--- config.mk ---
export PLATFORM = sky130hd
export DESIGN_NAME = axi_dma_cmd_gen
export DESIGN_NICKNAME = d
export VERILOG_FILES = /design/src/rtl/axi_dma_pkg.sv /design/src/rtl/axi_dma_chunk_calc.sv /design/src/rtl/axi_dma_cmd_gen.sv
export SDC_FILE = /design/constraint.sdc
export NUM_CORES = 1
export LEC_CHECK = 0
export ABC_CLOCK_PERIOD_IN_PS = 4200
export BUFFER_PORTS_ARGS = -buffer_cell sky130_fd_sc_hd__buf_2
export CAP_MARGIN = 20
export CORE_MARGIN = 3
export CORE_UTILIZATION = 52
export CTS_CLUSTER_SIZE = 25
export DETAILED_ROUTE_END_ITERATION = 10
export PLACE_DENSITY = 0.71
export REMOVE_ABC_BUFFERS = 1
export SETUP_SLACK_MARGIN = 0.15
export SYNTH_ARGS = -nofsm -noshare
export SYNTH_HDL_FRONTEND = slang
export SYNTH_SLANG_ARGS = --single-unit
export TNS_END_PERCENT = 1
--- constraint.sdc ---
create_clock -name AXI_ACLK -period 4.2 [get_ports AXI_ACLK]
set_input_delay 0.63 -clock AXI_ACLK [delete_from_list [all_inputs] [get_ports AXI_ACLK]]
set_output_delay 0.63 -clock AXI_ACLK [all_outputs]
set_load 0.01 [all_outputs]
--- src/rtl/axi_dma_pkg.sv ---
// ---------------------------------------------------------------------------
// axi_dma_pkg
// Shared definitions for the DMA command generator:
//   - burst_e : AXI burst encodings carried on req_burst / cmd_burst
//   - state_e : command generator FSM states
//   - DMA_MAX_CHUNK : default split boundary in bytes
// ---------------------------------------------------------------------------
package axi_dma_pkg;

    localparam int DMA_MAX_CHUNK = 4096;

    typedef enum logic [1:0] {
        BURST_FIXED = 2'b00,
        BURST_INCR  = 2'b01,
        BURST_WRAP  = 2'b10,
        BURST_RSVD  = 2'b11
    } burst_e;

    typedef enum logic [1:0] {
        ST_IDLE  = 2'b00,
        ST_CALC  = 2'b01,
        ST_ISSUE = 2'b10,
        ST_DONE  = 2'b11
    } state_e;

    // True for burst types this block refuses to split (WRAP and reserved).
    function automatic logic burst_rejected(input logic [1:0] burst);
        return burst[1];
    endfunction

endpackage

--- src/rtl/axi_dma_chunk_calc.sv ---
// ---------------------------------------------------------------------------
// axi_dma_chunk_calc
// Combinational chunk-size calculation for one command.
//   addr      : current chunk start address
//   remaining : bytes still to be issued for the request
//   burst     : burst type of the request
//   chunk     : bytes to issue in the next command
// INCR chunks stop at the next MAX_CHUNK boundary; FIXED takes everything.
// ---------------------------------------------------------------------------
module axi_dma_chunk_calc
    import axi_dma_pkg::*;
#(
    parameter int AXI_ADDR_WD = 32,
    parameter int MAX_CHUNK   = DMA_MAX_CHUNK
) (
    input  logic [AXI_ADDR_WD-1:0] addr,
    input  logic [AXI_ADDR_WD-1:0] remaining,
    input  logic [1:0]             burst,
    output logic [AXI_ADDR_WD-1:0] chunk
);

    localparam logic [AXI_ADDR_WD-1:0] CHUNK_SZ   = AXI_ADDR_WD'(MAX_CHUNK);
    localparam logic [AXI_ADDR_WD-1:0] CHUNK_MASK = AXI_ADDR_WD'(MAX_CHUNK - 1);

    logic [AXI_ADDR_WD-1:0] room_s;

    // Only low address bits enter the boundary math, so a request running
    // past the top of the address space splits cleanly at address 0.
    always_comb begin
        room_s = CHUNK_SZ - (addr & CHUNK_MASK);
        case (burst)
            BURST_INCR: begin
                if (remaining < room_s) begin
                    chunk = remaining;
                end else begin
                    chunk = room_s;
                end
            end
            BURST_FIXED: chunk = remaining;
            default:     chunk = remaining;
        endcase
    end

endmodule

--- src/rtl/axi_dma_cmd_gen.sv ---
// ---------------------------------------------------------------------------
// axi_dma_cmd_gen
// Accepts one DMA request at a time and splits it into boundary-safe
// commands for the downstream AXI masters.
//   AXI_ACLK / AXI_ARESETN : clock, async active-low reset
//   req_*                  : request handshake and attributes
//   cmd_*                  : command handshake, fields and abort input
//   done_valid / done_err  : one-cycle completion pulse and status
//   busy                   : block is not idle
// All outputs are registered except req_ready and busy (state decodes).
// ---------------------------------------------------------------------------
module axi_dma_cmd_gen
    import axi_dma_pkg::*;
#(
    parameter int AXI_ID_WD   = 2,
    parameter int AXI_ADDR_WD = 32,
    parameter int MAX_CHUNK   = DMA_MAX_CHUNK
) (
    input  logic                   AXI_ACLK,
    input  logic                   AXI_ARESETN,
    input  logic                   req_valid,
    output logic                   req_ready,
    input  logic [AXI_ADDR_WD-1:0] req_addr,
    input  logic [AXI_ADDR_WD-1:0] req_bytes,
    input  logic [AXI_ID_WD-1:0]   req_id,
    input  logic [1:0]             req_burst,
    input  logic [2:0]             req_size,
    output logic                   cmd_valid,
    input  logic                   cmd_ready,
    input  logic                   cmd_abort,
    output logic [AXI_ADDR_WD-1:0] cmd_addr,
    output logic [AXI_ID_WD-1:0]   cmd_id,
    output logic [1:0]             cmd_burst,
    output logic [2:0]             cmd_size,
    output logic [AXI_ADDR_WD-1:0] cmd_len,
    output logic                   done_valid,
    output logic                   done_err,
    output logic                   busy
);

    state_e                 state_q,      state_d;
    logic [AXI_ADDR_WD-1:0] addr_q,       addr_d;
    logic [AXI_ADDR_WD-1:0] rem_q,        rem_d;
    logic [AXI_ID_WD-1:0]   id_q,         id_d;
    logic [1:0]             burst_q,      burst_d;
    logic [2:0]             size_q,       size_d;
    logic                   cmd_valid_q,  cmd_valid_d;
    logic [AXI_ADDR_WD-1:0] cmd_addr_q,   cmd_addr_d;
    logic [AXI_ADDR_WD-1:0] cmd_len_q,    cmd_len_d;
    logic [AXI_ID_WD-1:0]   cmd_id_q,     cmd_id_d;
    logic [1:0]             cmd_burst_q,  cmd_burst_d;
    logic [2:0]             cmd_size_q,   cmd_size_d;
    logic                   done_valid_q, done_valid_d;
    logic                   done_err_q,   done_err_d;
    logic [AXI_ADDR_WD-1:0] chunk_s;

    axi_dma_chunk_calc #(
        .AXI_ADDR_WD (AXI_ADDR_WD),
        .MAX_CHUNK   (MAX_CHUNK)
    ) u_chunk_calc (
        .addr      (addr_q),
        .remaining (rem_q),
        .burst     (burst_q),
        .chunk     (chunk_s)
    );

    // Next-state and next-output logic for the request/command FSM.
    always_comb begin
        state_d      = state_q;
        addr_d       = addr_q;
        rem_d        = rem_q;
        id_d         = id_q;
        burst_d      = burst_q;
        size_d       = size_q;
        cmd_valid_d  = cmd_valid_q;
        cmd_addr_d   = cmd_addr_q;
        cmd_len_d    = cmd_len_q;
        cmd_id_d     = cmd_id_q;
        cmd_burst_d  = cmd_burst_q;
        cmd_size_d   = cmd_size_q;
        done_valid_d = 1'b0;
        done_err_d   = 1'b0;

        case (state_q)
            ST_IDLE: begin
                if (req_valid) begin
                    addr_d  = req_addr;
                    rem_d   = req_bytes;
                    id_d    = req_id;
                    burst_d = req_burst;
                    size_d  = req_size;
                    if (req_bytes == '0) begin
                        state_d      = ST_DONE;
                        done_valid_d = 1'b1;
                        done_err_d   = 1'b0;
                    end else if (burst_rejected(req_burst)) begin
                        state_d      = ST_DONE;
                        done_valid_d = 1'b1;
                        done_err_d   = 1'b1;
                    end else begin
                        state_d = ST_CALC;
                    end
                end else begin
                    state_d = ST_IDLE;
                end
            end
            ST_CALC: begin
                if (cmd_abort) begin
                    state_d      = ST_DONE;
                    done_valid_d = 1'b1;
                    done_err_d   = 1'b1;
                end else begin
                    cmd_valid_d = 1'b1;
                    cmd_addr_d  = addr_q;
                    cmd_len_d   = chunk_s;
                    cmd_id_d    = id_q;
                    cmd_burst_d = burst_q;
                    cmd_size_d  = size_q;
                    state_d     = ST_ISSUE;
                end
            end
            ST_ISSUE: begin
                // Abort beats a simultaneous handshake: the chunk is dropped
                // and addr/remaining keep their pre-chunk values.
                if (cmd_abort) begin
                    cmd_valid_d  = 1'b0;
                    state_d      = ST_DONE;
                    done_valid_d = 1'b1;
                    done_err_d   = 1'b1;
                end else if (cmd_ready) begin
                    cmd_valid_d = 1'b0;
                    addr_d      = addr_q + cmd_len_q;
                    rem_d       = rem_q - cmd_len_q;
                    if (rem_q == cmd_len_q) begin
                        state_d      = ST_DONE;
                        done_valid_d = 1'b1;
                        done_err_d   = 1'b0;
                    end else begin
                        state_d = ST_CALC;
                    end
                end else begin
                    state_d = ST_ISSUE;
                end
            end
            ST_DONE: begin
                state_d = ST_IDLE;
            end
            default: begin
                state_d     = ST_IDLE;
                cmd_valid_d = 1'b0;
            end
        endcase
    end

    // State and registered outputs; reset drops any command in flight.
    always_ff @(posedge AXI_ACLK or negedge AXI_ARESETN) begin
        if (!AXI_ARESETN) begin
            state_q      <= ST_IDLE;
            addr_q       <= '0;
            rem_q        <= '0;
            id_q         <= '0;
            burst_q      <= 2'b00;
            size_q       <= 3'b000;
            cmd_valid_q  <= 1'b0;
            cmd_addr_q   <= '0;
            cmd_len_q    <= '0;
            cmd_id_q     <= '0;
            cmd_burst_q  <= 2'b00;
            cmd_size_q   <= 3'b000;
            done_valid_q <= 1'b0;
            done_err_q   <= 1'b0;
        end else begin
            state_q      <= state_d;
            addr_q       <= addr_d;
            rem_q        <= rem_d;
            id_q         <= id_d;
            burst_q      <= burst_d;
            size_q       <= size_d;
            cmd_valid_q  <= cmd_valid_d;
            cmd_addr_q   <= cmd_addr_d;
            cmd_len_q    <= cmd_len_d;
            cmd_id_q     <= cmd_id_d;
            cmd_burst_q  <= cmd_burst_d;
            cmd_size_q   <= cmd_size_d;
            done_valid_q <= done_valid_d;
            done_err_q   <= done_err_d;
        end
    end

    assign req_ready  = (state_q == ST_IDLE);
    assign busy       = (state_q != ST_IDLE);
    assign cmd_valid  = cmd_valid_q;
    assign cmd_addr   = cmd_addr_q;
    assign cmd_len    = cmd_len_q;
    assign cmd_id     = cmd_id_q;
    assign cmd_burst  = cmd_burst_q;
    assign cmd_size   = cmd_size_q;
    assign done_valid = done_valid_q;
    assign done_err   = done_err_q;

endmodule

==> results.rst, run 1 <==
.. list-table::
   :header-rows: 1

   * - Metric
     - Value
   * - Dominant combinational cell family by area after synthesis
     - compound AO/OA/AOI/OAI gates
   * - Via count of the first global-routing pass
     - 8,981
   * - Final Hold Fails
     - 0
   * - Clock root buffer
     - clkbuf_16
   * - Remaining antenna violation count after routing
     - 0
   * - Part of the power in registers
     - 23.5%
   * - Number of distinct library cells after synthesis
     - 60
   * - Fraction of the yosys area taken by sequential cells
     - 36.0%
   * - Pwr/cell area
     - 1010 nW/um2
   * - Setup TNS after final layout
     - 0 ns
   * - Synth area leader
     - dfrtp_1
   * - Class of the worst hold path
     - in -> async
   * - Leak
     - 5.80 nW
   * - Fraction of the core area covered by cells at the end of the flow
     - 62.0%
   * - Number of rows created at floorplan
     - 50
   * - Clock power share
     - 13.3%
   * - Largest cells by area after synthesis
     - dfrtp_1 (36%), ha_1 (9.7%), nand2_1 (8.9%)
   * - Simple-gate share of the synthesized area
     - 18.9%
   * - Non-Filler Cell Area, Final
     - 11,800 um2
   * - Hold Buf Count CTS
     - 0
   * - Xor-xnor portion of the synthesized cell area
     - 4.81%
   * - Reg-to-reg critical path endpoint
     - cmd_len[11]$_DFFE_PN0P_
   * - Total clock buffers created by CTS
     - 17
   * - Final Skew
     - 0.0120 ns
   * - Internal
     - 6.25 mW
   * - Yosys top cell area share
     - 36.0%
   * - Effective utilization at floorplan
     - 53.7%
   * - Number of instances in the synthesized netlist
     - 1,208
   * - First-pass GRT wire length
     - 46,900 um
   * - Count of instances resized after the clock tree is built
     - 0
   * - Fraction of final layout cells with drive strength greater than 1
     - 16.5%
   * - Share of synthesized area spent on multiplexers
     - 4.54%
   * - Peak supply drop
     - 434 uV
   * - Worst setup slack after layout
     - 0.726 ns
   * - EDFF count, synth
     - 0
   * - Number of synthesized register bits
     - 147
   * - Slowest CP cell
     - dfrtp_1
   * - Fin nets
     - 1,495
   * - Register-to-Register Setup Slack
     - 0.73 ns
   * - Die width
     - 146 um
   * - Detailed placer's ending HPWL
     - 21,400 um
   * - Inst Count DP
     - 1,579
   * - Number of violations of the max-capacitance limit
     - 0
   * - Port Buf Inserts
     - 151
   * - Count of warnings emitted by yosys
     - 0
   * - Final period demand of the worst path
     - 3.47 ns
   * - Crit path from
     - addr_q[4]$_DFFE_PN0P_
   * - Vias per cell
     - 5.75
   * - Setup Buffers After CTS
     - 0
   * - Most common library cell in the layout ignoring fill and taps
     - nand2_1
   * - Fraction of the mapped netlist area in compound gates
     - 21.1%
   * - Avg Cell Area, Syn
     - 8.45 um2
   * - Last weighted congestion value of the routability-driven placer
     - 0.893
   * - Clock tree from TritonCTS
     - yes
   * - Pins Over Slew Limit
     - 0
   * - Net switching power figure
     - 5.69 mW
   * - Nature of the critical path endpoint
     - flip-flop
   * - Worst-Margin Slew
     - 1.04 ns
   * - Post-Synthesis Cell Area
     - 10,200 um2
   * - Aggregate global-route resource usage
     - 27.2%
   * - CP required
     - 4.50 ns
   * - GR Overflow Total
     - 0
   * - TritonRoute pass-1 iters
     - 5
   * - Minimum setup slack after placement
     - 0.755 ns
   * - Worst R2R Path Depth
     - 14
   * - Clock-pin slew reported for the worst setup and hold paths after clock tree synthesis
     - 0.06 ns
   * - Worst path max stage delay
     - 0.44 ns
   * - Post-Route WL
     - 28,800 um
   * - Comb power frac
     - 63.1%
   * - Deepest clock path buffer count
     - 2
   * - Area grow syn2layout
     - 15.6%
   * - Cell Chain, Critical Path
     - nor4_1, nand2_1, or2_2, xnor2_1, ha_1, a21o_1, a21o_1, a21oi_1, o2111ai_1, nand2_1, o41ai_4, buf_4, mux2i_1, mux2_2
   * - Y dimension of the die
     - 146 um
   * - Remaining max-slew budget at the tightest pin
     - 30.5%
   * - Switching Share
     - 47.6%
   * - Final setup vio count
     - 0
   * - Average wire length per cell after detail routing
     - 17.9 um
   * - CTS H-Tree Depth
     - 4
   * - Type of the worst setup path
     - reg -> reg
   * - I/O pins
     - 152
   * - CTS Sinks
     - 147
   * - Post-synthesis adder-cell area fraction
     - 10.1%
   * - Most used flip-flop cell after synthesis
     - dfrtp_1
   * - Drt drc
     - 0
   * - Final worst-path cycle share
     - 82.7%
   * - DIE AREA
     - 21,300 um2
   * - Maximum frequency from static timing analysis
     - 288 MHz
   * - Placed inst area
     - 11,200 um2
   * - Area of the core region
     - 19,000 um2
   * - Setup repair after global routing missed its margin
     - false
   * - Vias
     - 9,249
   * - # fillers
     - 1,762
   * - Synth async-reset ratio
     - 100%
   * - Initial antenna violation count
     - 0
   * - Arrival time worst endpoint
     - 3.78 ns
   * - Setup crit end
     - cmd_len[11]$_DFFE_PN0P_
   * - Status
     - completed
   * - Pin count of the biggest net entering global routing
     - 98
   * - Top library cells by usage in the layout, fill and taps aside
     - nand2_1 (241), buf_2 (150), dfrtp_1 (147)
   * - Crit-path max FO
     - 26
   * - Worst R2R Start
     - addr_q[4]$_DFFE_PN0P_
   * - Nature of the critical path startpoint
     - flip-flop
   * - DRT iter0 DRCs
     - 533
   * - Final cell count without fillers
     - 1,609
   * - Clock Latency Late Sink
     - 0.43 ns
metal layers:
metal	up-vias	GRT usage, %	wire (um)
li1	4536	-	-
met1	4374	37.2	13100
met2	302	44.6	13400
met4	0	7.24	506
met5	-	0	0
met3	37	5.15	1850
critical path: cells and delay by family, from the launching register on:
kind / cells / cell delay [ns]
and+or+nand+nor: 4 / 1.11
AOI/OAI and AO/OA: 5 / 0.67
DFF: 1 / 0.44
muxes: 2 / 0.42
adders and majority gates: 1 / 0.28
buffers and inverters: 1 / 0.24
xor gates and xnor gates: 1 / 0.20
logic make-up after synthesis:
logic type	count (synthesis)
xor gates and xnor gates	56
muxes	45
adders and majority gates	81
and+or+nand+nor	431
AOI/OAI and AO/OA	333
buffers and inverters	115
DFF	147
registers in the layout, indices dropped and copies added, names as in the netlist:
name,flops
id_q,2
cmd_size,3
burst_q,2
cmd_len,32
addr_q,32
cmd_valid,1
state_q,2
done_valid,1
size_q,3
cmd_id,2
done_err,1
cmd_addr,32
cmd_burst,2
rem_q,32
cell usage after synthesis, drive strengths merged, types with 12 or more instances:
master	instances
nand2	241
dfrtp	147
a21oi	89
o21ai	88
ha	79
nor2	64
inv	60
clkbuf	43
a21o	38
mux2i	35
xnor2	29
xor2	27
o22ai	20
nand3	17
and3	16
nor3	16
nor2b	15
nor4	15
o21bai	14
buf	12
or3	12
per-stage QoR:
| step | hold slack [ns] | total power, mW |
|---|---|---|
| 2_1_floorplan | 0.334 | 8.22 |
| 3_3_place_gp | 0.440 | 10.1 |
| 3_5_place_dp | 0.454 | 10.2 |
| 4_1_cts | 0.353 | 11.9 |
| 5_1_grt | 0.372 | 13.0 |
| 6_report | 0.320 | 11.9 |
layout make-up:
type,count,area (um2),share of cell area (%)
tap,260,325,2.76
clock inverter,10,160,1.36
multi-input combinational,946,6080,51.6
clock buffer,19,433,3.67
timing repair buffer,166,887,7.52
sequential,147,3680,31.2
inverter,60,225,1.91
antenna,1,2.50,0.0212
how the worst min path moves through the flow:
stage	slack, ns	to	depth (start not counted)
finish	0.32	cmd_addr[27]$_DFFE_PN0P_	1
global route	0.37	cmd_addr[27]$_DFFE_PN0P_	1
CTS	0.35	cmd_addr[27]$_DFFE_PN0P_	1
detailed placement	0.45	cmd_size[1]$_DFFE_PN0P_	2
global placement	0.44	cmd_size[2]$_DFFE_PN0P_	2
floorplan	0.33	addr_q[0]$_DFFE_PN0P_	0
power by group through the flow:
| stage | Sequential [mW] | Combinational (mW) | Clock [mW] |
|---|---|---|---|
| after floorplan | 2.76 | 5.46 | 0 |
| after global placement | 2.78 | 7.35 | 0 |
| after detailed placement | 2.81 | 7.43 | 0 |
| after CTS | 2.79 | 7.51 | 1.62 |
| after global routing | 2.90 | 8.44 | 1.68 |
| final | 2.81 | 7.54 | 1.59 |
Note: power is estimated with default switching activity, not from simulation.
==> run 2: changes to the inputs <==
ABC_CLOCK_PERIOD_IN_PS = 2830   (was 4200)
PLACE_DENSITY = 0.74   (was 0.71)
clock period = 2.83 ns   (was 4.2 ns; I/O delays follow)
==> results.rst, run 2 (synthesized netlist as in run 1, its figures left out) <==
.. list-table::
   :header-rows: 1

   * - Metric
     - Value
   * - TritonRoute pass-1 iters
     - 7
   * - Hold Crit Start
     - req_size[2]
   * - Inst Count DP
     - 1,728
   * - Clock Latency Late Sink
     - 0.43 ns
   * - Worst-Margin Slew
     - 1.05 ns
   * - Number of inserted diodes
     - 0
   * - Final setup vio count
     - 41
   * - # fillers
     - 1,518
   * - Worst R2R Start
     - addr_q[4]$_DFFE_PN0P_
   * - Register-to-Register Setup Slack
     - -0.35 ns
   * - Top library cells by usage in the layout, fill and taps aside
     - nand2_1 (233), buf_4 (157), buf_2 (150)
   * - Crit-path max FO
     - 5
   * - Clock tree from TritonCTS
     - yes
   * - Remaining antenna violation count after routing
     - 0
   * - Library cell appearing most often on the critical path
     - nand2_2
   * - Port Buf Inserts
     - 151
   * - Internal
     - 11.3 mW
   * - Fraction of final layout cells with drive strength greater than 1
     - 31.9%
   * - Setup repair after global routing missed its margin
     - true
   * - Most common library cell in the layout ignoring fill and taps
     - nand2_1
   * - Vias per cell
     - 5.83
   * - Final cell count without fillers
     - 1,769
   * - Violated checks
     - negative setup slack
   * - Vias
     - 10,300
   * - CTS Sinks
     - 147
   * - Via count of the first global-routing pass
     - 10,200
   * - Final Hold Fails
     - 0
   * - Cell depth of the worst hold path
     - 2
   * - Post-Route WL
     - 33,400 um
   * - Pwr/cell area
     - 1550 nW/um2
   * - Worst Path Buf+Inv
     - 1
   * - Fin nets
     - 1,653
   * - GR Overflow Total
     - 0
   * - Cell Chain, Critical Path
     - nor4_4, nand2_2, or3_4, xnor2_2, ha_1, a21o_1, a21oi_2, o2111ai_2, nand2_2, o41ai_4, buf_6, mux2i_1, mux2_4
   * - Initial antenna violation count
     - 1
   * - DRT iter0 DRCs
     - 736
   * - I/O pins
     - 152
   * - Hold endpoint
     - size_q[2]$_DFFE_PN0P_
   * - Type of the worst setup path
     - reg -> reg
   * - Comb power frac
     - 70.1%
   * - Detailed placer's ending HPWL
     - 23,900 um
   * - Effective utilization at floorplan
     - 53.7%
   * - Total clock buffers created by CTS
     - 17
   * - Nature of the critical path startpoint
     - flip-flop
   * - Last weighted congestion value of the routability-driven placer
     - 0.972
   * - Average wire length per cell after detail routing
     - 18.9 um
   * - Aggregate global-route resource usage
     - 30.4%
   * - Peak supply drop
     - 815 uV
   * - DIE AREA
     - 21,300 um2
   * - CTS H-Tree Depth
     - 4
   * - Number of rows created at floorplan
     - 50
   * - Switching Share
     - 46.7%
   * - Minimum setup slack after placement
     - -0.720 ns
   * - Clock power share
     - 10.9%
   * - Pins Over Slew Limit
     - 0
   * - Deepest clock path buffer count
     - 2
   * - Class of the worst hold path
     - in -> reg
   * - CP required
     - 3.15 ns
   * - Remaining max-slew budget at the tightest pin
     - 29.7%
   * - Final period demand of the worst path
     - 3.18 ns
   * - Leak
     - 6.70 nW
   * - Placed inst area
     - 12,400 um2
   * - Area of the core region
     - 19,000 um2
   * - Final worst-path cycle share
     - 112%
   * - Reg-to-reg critical path endpoint
     - cmd_len[3]$_DFFE_PN0P_
   * - Nature of the critical path endpoint
     - flip-flop
   * - Worst setup slack after layout
     - -0.346 ns
   * - Final Skew
     - 0.0117 ns
   * - Overall power consumption
     - 21.2 mW
   * - Worst R2R Path Depth
     - 13
   * - Non-Filler Cell Area, Final
     - 13,700 um2
   * - Clock root buffer
     - clkbuf_16
   * - First-pass GRT wire length
     - 52,500 um
   * - Pin count of the biggest net entering global routing
     - 72
   * - Y dimension of the die
     - 146 um
   * - Part of the power in registers
     - 19.0%
   * - Number of violations of the max-capacitance limit
     - 0
   * - Clock-pin slew reported for the worst setup and hold paths after clock tree synthesis
     - 0.07 ns
   * - Area grow syn2layout
     - 34.0%
   * - Maximum frequency from static timing analysis
     - 315 MHz
   * - Drt drc
     - 0
   * - Arrival time worst endpoint
     - 3.49 ns
   * - Status
     - finished with violations
   * - Slowest CP cell
     - dfrtp_1
   * - Hold slack
     - 0.218 ns
   * - Worst path max stage delay
     - 0.41 ns
   * - Net switching power figure
     - 9.92 mW
   * - Die width
     - 146 um
   * - Top Family by Delay on Critical Path
     - simple AND/OR/NAND/NOR gates
## run 2: worst max path at each step
stage | start | to | slack [ns] | depth (start not counted)
floorplan | state_q[0]$_DFF_PN0_ | addr_q[30]$_DFFE_PN0P_ | -1.69 | 8
global placement | addr_q[4]$_DFFE_PN0P_ | cmd_len[12]$_DFFE_PN0P_ | -0.67 | 9
detailed placement | addr_q[8]$_DFFE_PN0P_ | cmd_len[15]$_DFFE_PN0P_ | -0.72 | 10
CTS | addr_q[7]$_DFFE_PN0P_ | cmd_len[11]$_DFFE_PN0P_ | -0.33 | 14
global route | addr_q[6]$_DFFE_PN0P_ | cmd_len[11]$_DFFE_PN0P_ | -0.43 | 12
finish | addr_q[4]$_DFFE_PN0P_ | cmd_len[3]$_DFFE_PN0P_ | -0.35 | 13
## run 2: through the flow
step,TNS [ns],utilization (%)
6_report,-8.32,71.9
5_1_grt,-12.87,71.9
4_1_cts,-8.42,70.2
3_5_place_dp,-26.87,65.0
3_3_place_gp,-23.16,65.0
2_1_floorplan,-180.26,-
## run 2: cell type report
class                           instances  area, um2  area share [%]
Clock buffer                           21        480            3.51
Clock inverter                         11        118           0.860
Inverter                               60        225            1.65
Multi-Input combinational cell        946       6680            48.9
Sequential cell                       147       3680            26.9
Tap cell                              260        325            2.38
Timing Repair Buffer                  324       2160            15.8
## run 2: what timing repair did
| item | in CTS | in global routing |
|---|---|---|
| gates resized for setup | 78 | 68 |
| pin swaps | 50 | 26 |
| hold endpoints to repair | 11 | 0 |
| hold buffers | 1 | 0 |
| cloned | 1 | 0 |
| setup endpoints to repair | 66 | 69 |
| setup buffers | 5 | 2 |
## run 2: power by group through the flow
stage	combinational, mW	sequential (mW)	clock [mW]
final	14.9	4.03	2.32
after global routing	16.2	4.15	2.42
after CTS	14.0	3.96	2.32
after detailed placement	13.1	3.96	0
after global placement	12.9	3.92	0
after floorplan	8.10	4.10	0
## run 2: per-layer routing
layer  GRT usage, %  up-vias  wire, um
li1               -     4872         -
met3           5.71       68      2130
met2           50.7      408     16000
met5              0        -        13
met1           40.2     4955     14300
met4           10.3        2       908
==> run 3: changes to the inputs <==
CORE_ASPECT_RATIO = 0.7   (was default)
CORE_MARGIN = default   (was 3)
GPL_ROUTABILITY_DRIVEN = 0   (was default)
==> results.rst, run 3 (synthesized netlist as in run 1, its figures left out) <==
.. list-table::
   :header-rows: 1

   * - Metric
     - Value
   * - Worst path max stage delay
     - 0.42 ns
   * - Worst setup slack after layout
     - -0.349 ns
   * - First-pass GRT wire length
     - 50,600 um
   * - Minimum setup slack after placement
     - -0.574 ns
   * - Pwr/cell area
     - 1560 nW/um2
   * - # fillers
     - 1,482
   * - Clock tree from TritonCTS
     - yes
   * - Final Skew
     - 0.0159 ns
   * - Register cell area after layout
     - 3680 um2
   * - Setup TNS after final layout
     - -9.11 ns
   * - Average wire length per cell after detail routing
     - 18.4 um
   * - Cell Chain, Critical Path
     - inv_1, ha_2, inv_1, ha_1, a21o_1, a21o_1, a21o_1, a21o_1, a2111oi_4, o41ai_4, buf_4, mux2i_1, mux2_2
   * - Total clock buffers created by CTS
     - 17
   * - Via count of the first global-routing pass
     - 9,608
   * - Aggregate global-route resource usage
     - 32.2%
   * - Nature of the critical path endpoint
     - flip-flop
   * - Comb power frac
     - 69.6%
   * - Final cell count without fillers
     - 1,765
   * - TritonRoute pass-1 iters
     - 7
   * - Cell depth of the worst hold path
     - 2
   * - Worst-Margin Slew
     - 0.765 ns
   * - I/O pins
     - 152
   * - Fin nets
     - 1,645
   * - Maximum frequency from static timing analysis
     - 315 MHz
   * - Register-to-Register Setup Slack
     - -0.35 ns
   * - Peak supply drop
     - 641 uV
   * - Nature of the critical path startpoint
     - flip-flop
   * - Library cell appearing most often on the critical path
     - a21o_1
   * - Violated checks
     - negative setup slack
   * - GR Overflow Total
     - 0
   * - Leak
     - 6.63 nW
   * - Port Buf Inserts
     - 151
   * - Final Hold Fails
     - 0
   * - Setup repair after global routing missed its margin
     - true
   * - Area of the core region
     - 19,100 um2
   * - Crit-path max FO
     - 5
   * - DRT iter0 DRCs
     - 967
   * - Pins Over Slew Limit
     - 0
   * - Vias
     - 10,200
   * - Net switching power figure
     - 9.91 mW
   * - Area grow syn2layout
     - 32.1%
   * - Initial antenna violation count
     - 1
   * - Post-Route WL
     - 32,400 um
   * - Most common library cell in the layout ignoring fill and taps
     - nand2_1
   * - Part of the power in registers
     - 19.2%
   * - Clock root buffer
     - clkbuf_16
   * - Fraction of final layout cells with drive strength greater than 1
     - 29.6%
   * - Detailed placer's ending HPWL
     - 23,400 um
   * - Pin count of the biggest net entering global routing
     - 62
   * - Y dimension of the die
     - 119 um
   * - Arrival time worst endpoint
     - 3.50 ns
   * - Non-Filler Cell Area, Final
     - 13,500 um2
   * - Number of rows created at floorplan
     - 42
   * - Class of the worst hold path
     - in -> reg
   * - Final period demand of the worst path
     - 3.18 ns
   * - Number of inserted diodes
     - 0
   * - Top library cells by usage in the layout, fill and taps aside
     - nand2_1 (235), buf_4 (154), buf_2 (150)
   * - Vias per cell
     - 5.77
   * - Number of violations of the max-capacitance limit
     - 0
   * - Placed inst area
     - 12,300 um2
   * - Switching Share
     - 47.1%
   * - Clock-pin slew reported for the worst setup and hold paths after clock tree synthesis
     - 0.07 ns
   * - Final setup vio count
     - 45
   * - CP required
     - 3.15 ns
   * - Inst Count DP
     - 1,720
   * - DIE AREA
     - 20,200 um2
   * - Status
     - finished with violations
   * - CTS H-Tree Depth
     - 4
   * - Clock Latency Late Sink
     - 0.44 ns
   * - Internal
     - 11.1 mW
   * - Type of the worst setup path
     - reg -> reg
   * - Multi-input combinational cell area
     - 6550 um2
   * - Remaining max-slew budget at the tightest pin
     - 49.0%
   * - Deepest clock path buffer count
     - 2
   * - Worst R2R Path Depth
     - 13
   * - Final worst-path cycle share
     - 112%
   * - Die width
     - 169 um
   * - Effective utilization at floorplan
     - 53.5%
   * - CTS Sinks
     - 147
   * - Clock power share
     - 11.2%
   * - Drt drc
     - 0
   * - Remaining antenna violation count after routing
     - 0
   * - Fraction of the core area covered by cells at the end of the flow
     - 70.7%
   * - Slowest CP cell
     - dfrtp_1
==> run 3: cell types whose count changed in the layout (fill, tap and decap cells not counted), moves of 4 or more <==
cell / before / now
a21oi_2: 9 / 5
ha_4: 10 / 6
dfrtp_2: 5 / 0
o21ai_0: 66 / 70
a21oi_1: 79 / 83
dfrtp_1: 142 / 147
buf_6: 11 / 5
ha_1: 64 / 70
==> run 3: critical path, delay by kind of cell (launching register included) <==
| kind | cells | cell delay, ns |
|---|---|---|
| compound gates | 6 | 1.32 |
| fa+ha+maj | 2 | 0.61 |
| flops | 1 | 0.42 |
| mux | 2 | 0.38 |
| buf+inv | 3 | 0.32 |
==> run 3: final cells by class <==
cell class,instances,share of cell area (%)
clock inverter,14,1.24
multi-input combinational,946,48.6
clock buffer,18,3.26
inverter,60,1.67
tap,264,2.45
sequential,147,27.3
timing repair buffer,316,15.5
==> run 3: power by group through the flow <==
stage	clock (mW)	combinational, mW	sequential, mW
after floorplan	0	8.10	4.10
after global placement	0	12.7	3.97
after global routing	2.44	16.0	4.15
final	2.35	14.6	4.05
after detailed placement	0	13.0	4.01
after CTS	2.37	13.8	4.01
==> run 3: final timing paths <==
check / from / to
setup / recovery: addr_q[0]$_DFFE_PN0P_ / cmd_len[3]$_DFFE_PN0P_
max in group asynchronous: AXI_ARESETN / rem_q[5]$_DFFE_PN0P_
hold reg to reg: cmd_addr[14]$_DFFE_PN0P_ / cmd_addr[14]$_DFFE_PN0P_
hold / removal: req_size[2] / size_q[2]$_DFFE_PN0P_
setup reg to reg: addr_q[0]$_DFFE_PN0P_ / cmd_len[3]$_DFFE_PN0P_
min in group asynchronous: AXI_ARESETN / cmd_addr[10]$_DFFE_PN0P_
==> run 3: per-stage QoR <==
stage | power [mW] | hold slack (ns)
2_1_floorplan | 12.2 | 0.129
3_3_place_gp | 16.7 | 0.432
3_5_place_dp | 17.0 | 0.438
4_1_cts | 20.2 | 0.209
5_1_grt | 22.5 | 0.212
6_report | 21.0 | 0.215
==> run 3: what timing repair did <==
item,in CTS,in global routing
endpoints found under the hold margin,57,0
pin swaps,37,21
hold buffers,1,0
gates cloned,0,0
endpoints found under the setup margin,66,70
resized for setup,71,27
setup buffers,5,7
==> run 3: layer usage <==
metal | up-vias | global-route usage, % | wire length, um
li1 | 4849 | - | -
met1 | 4801 | 46.1 | 14500
met2 | 488 | 48.9 | 14300
met3 | 47 | 6.71 | 2980
met4 | 2 | 9.85 | 641
met5 | - | 0 | 13
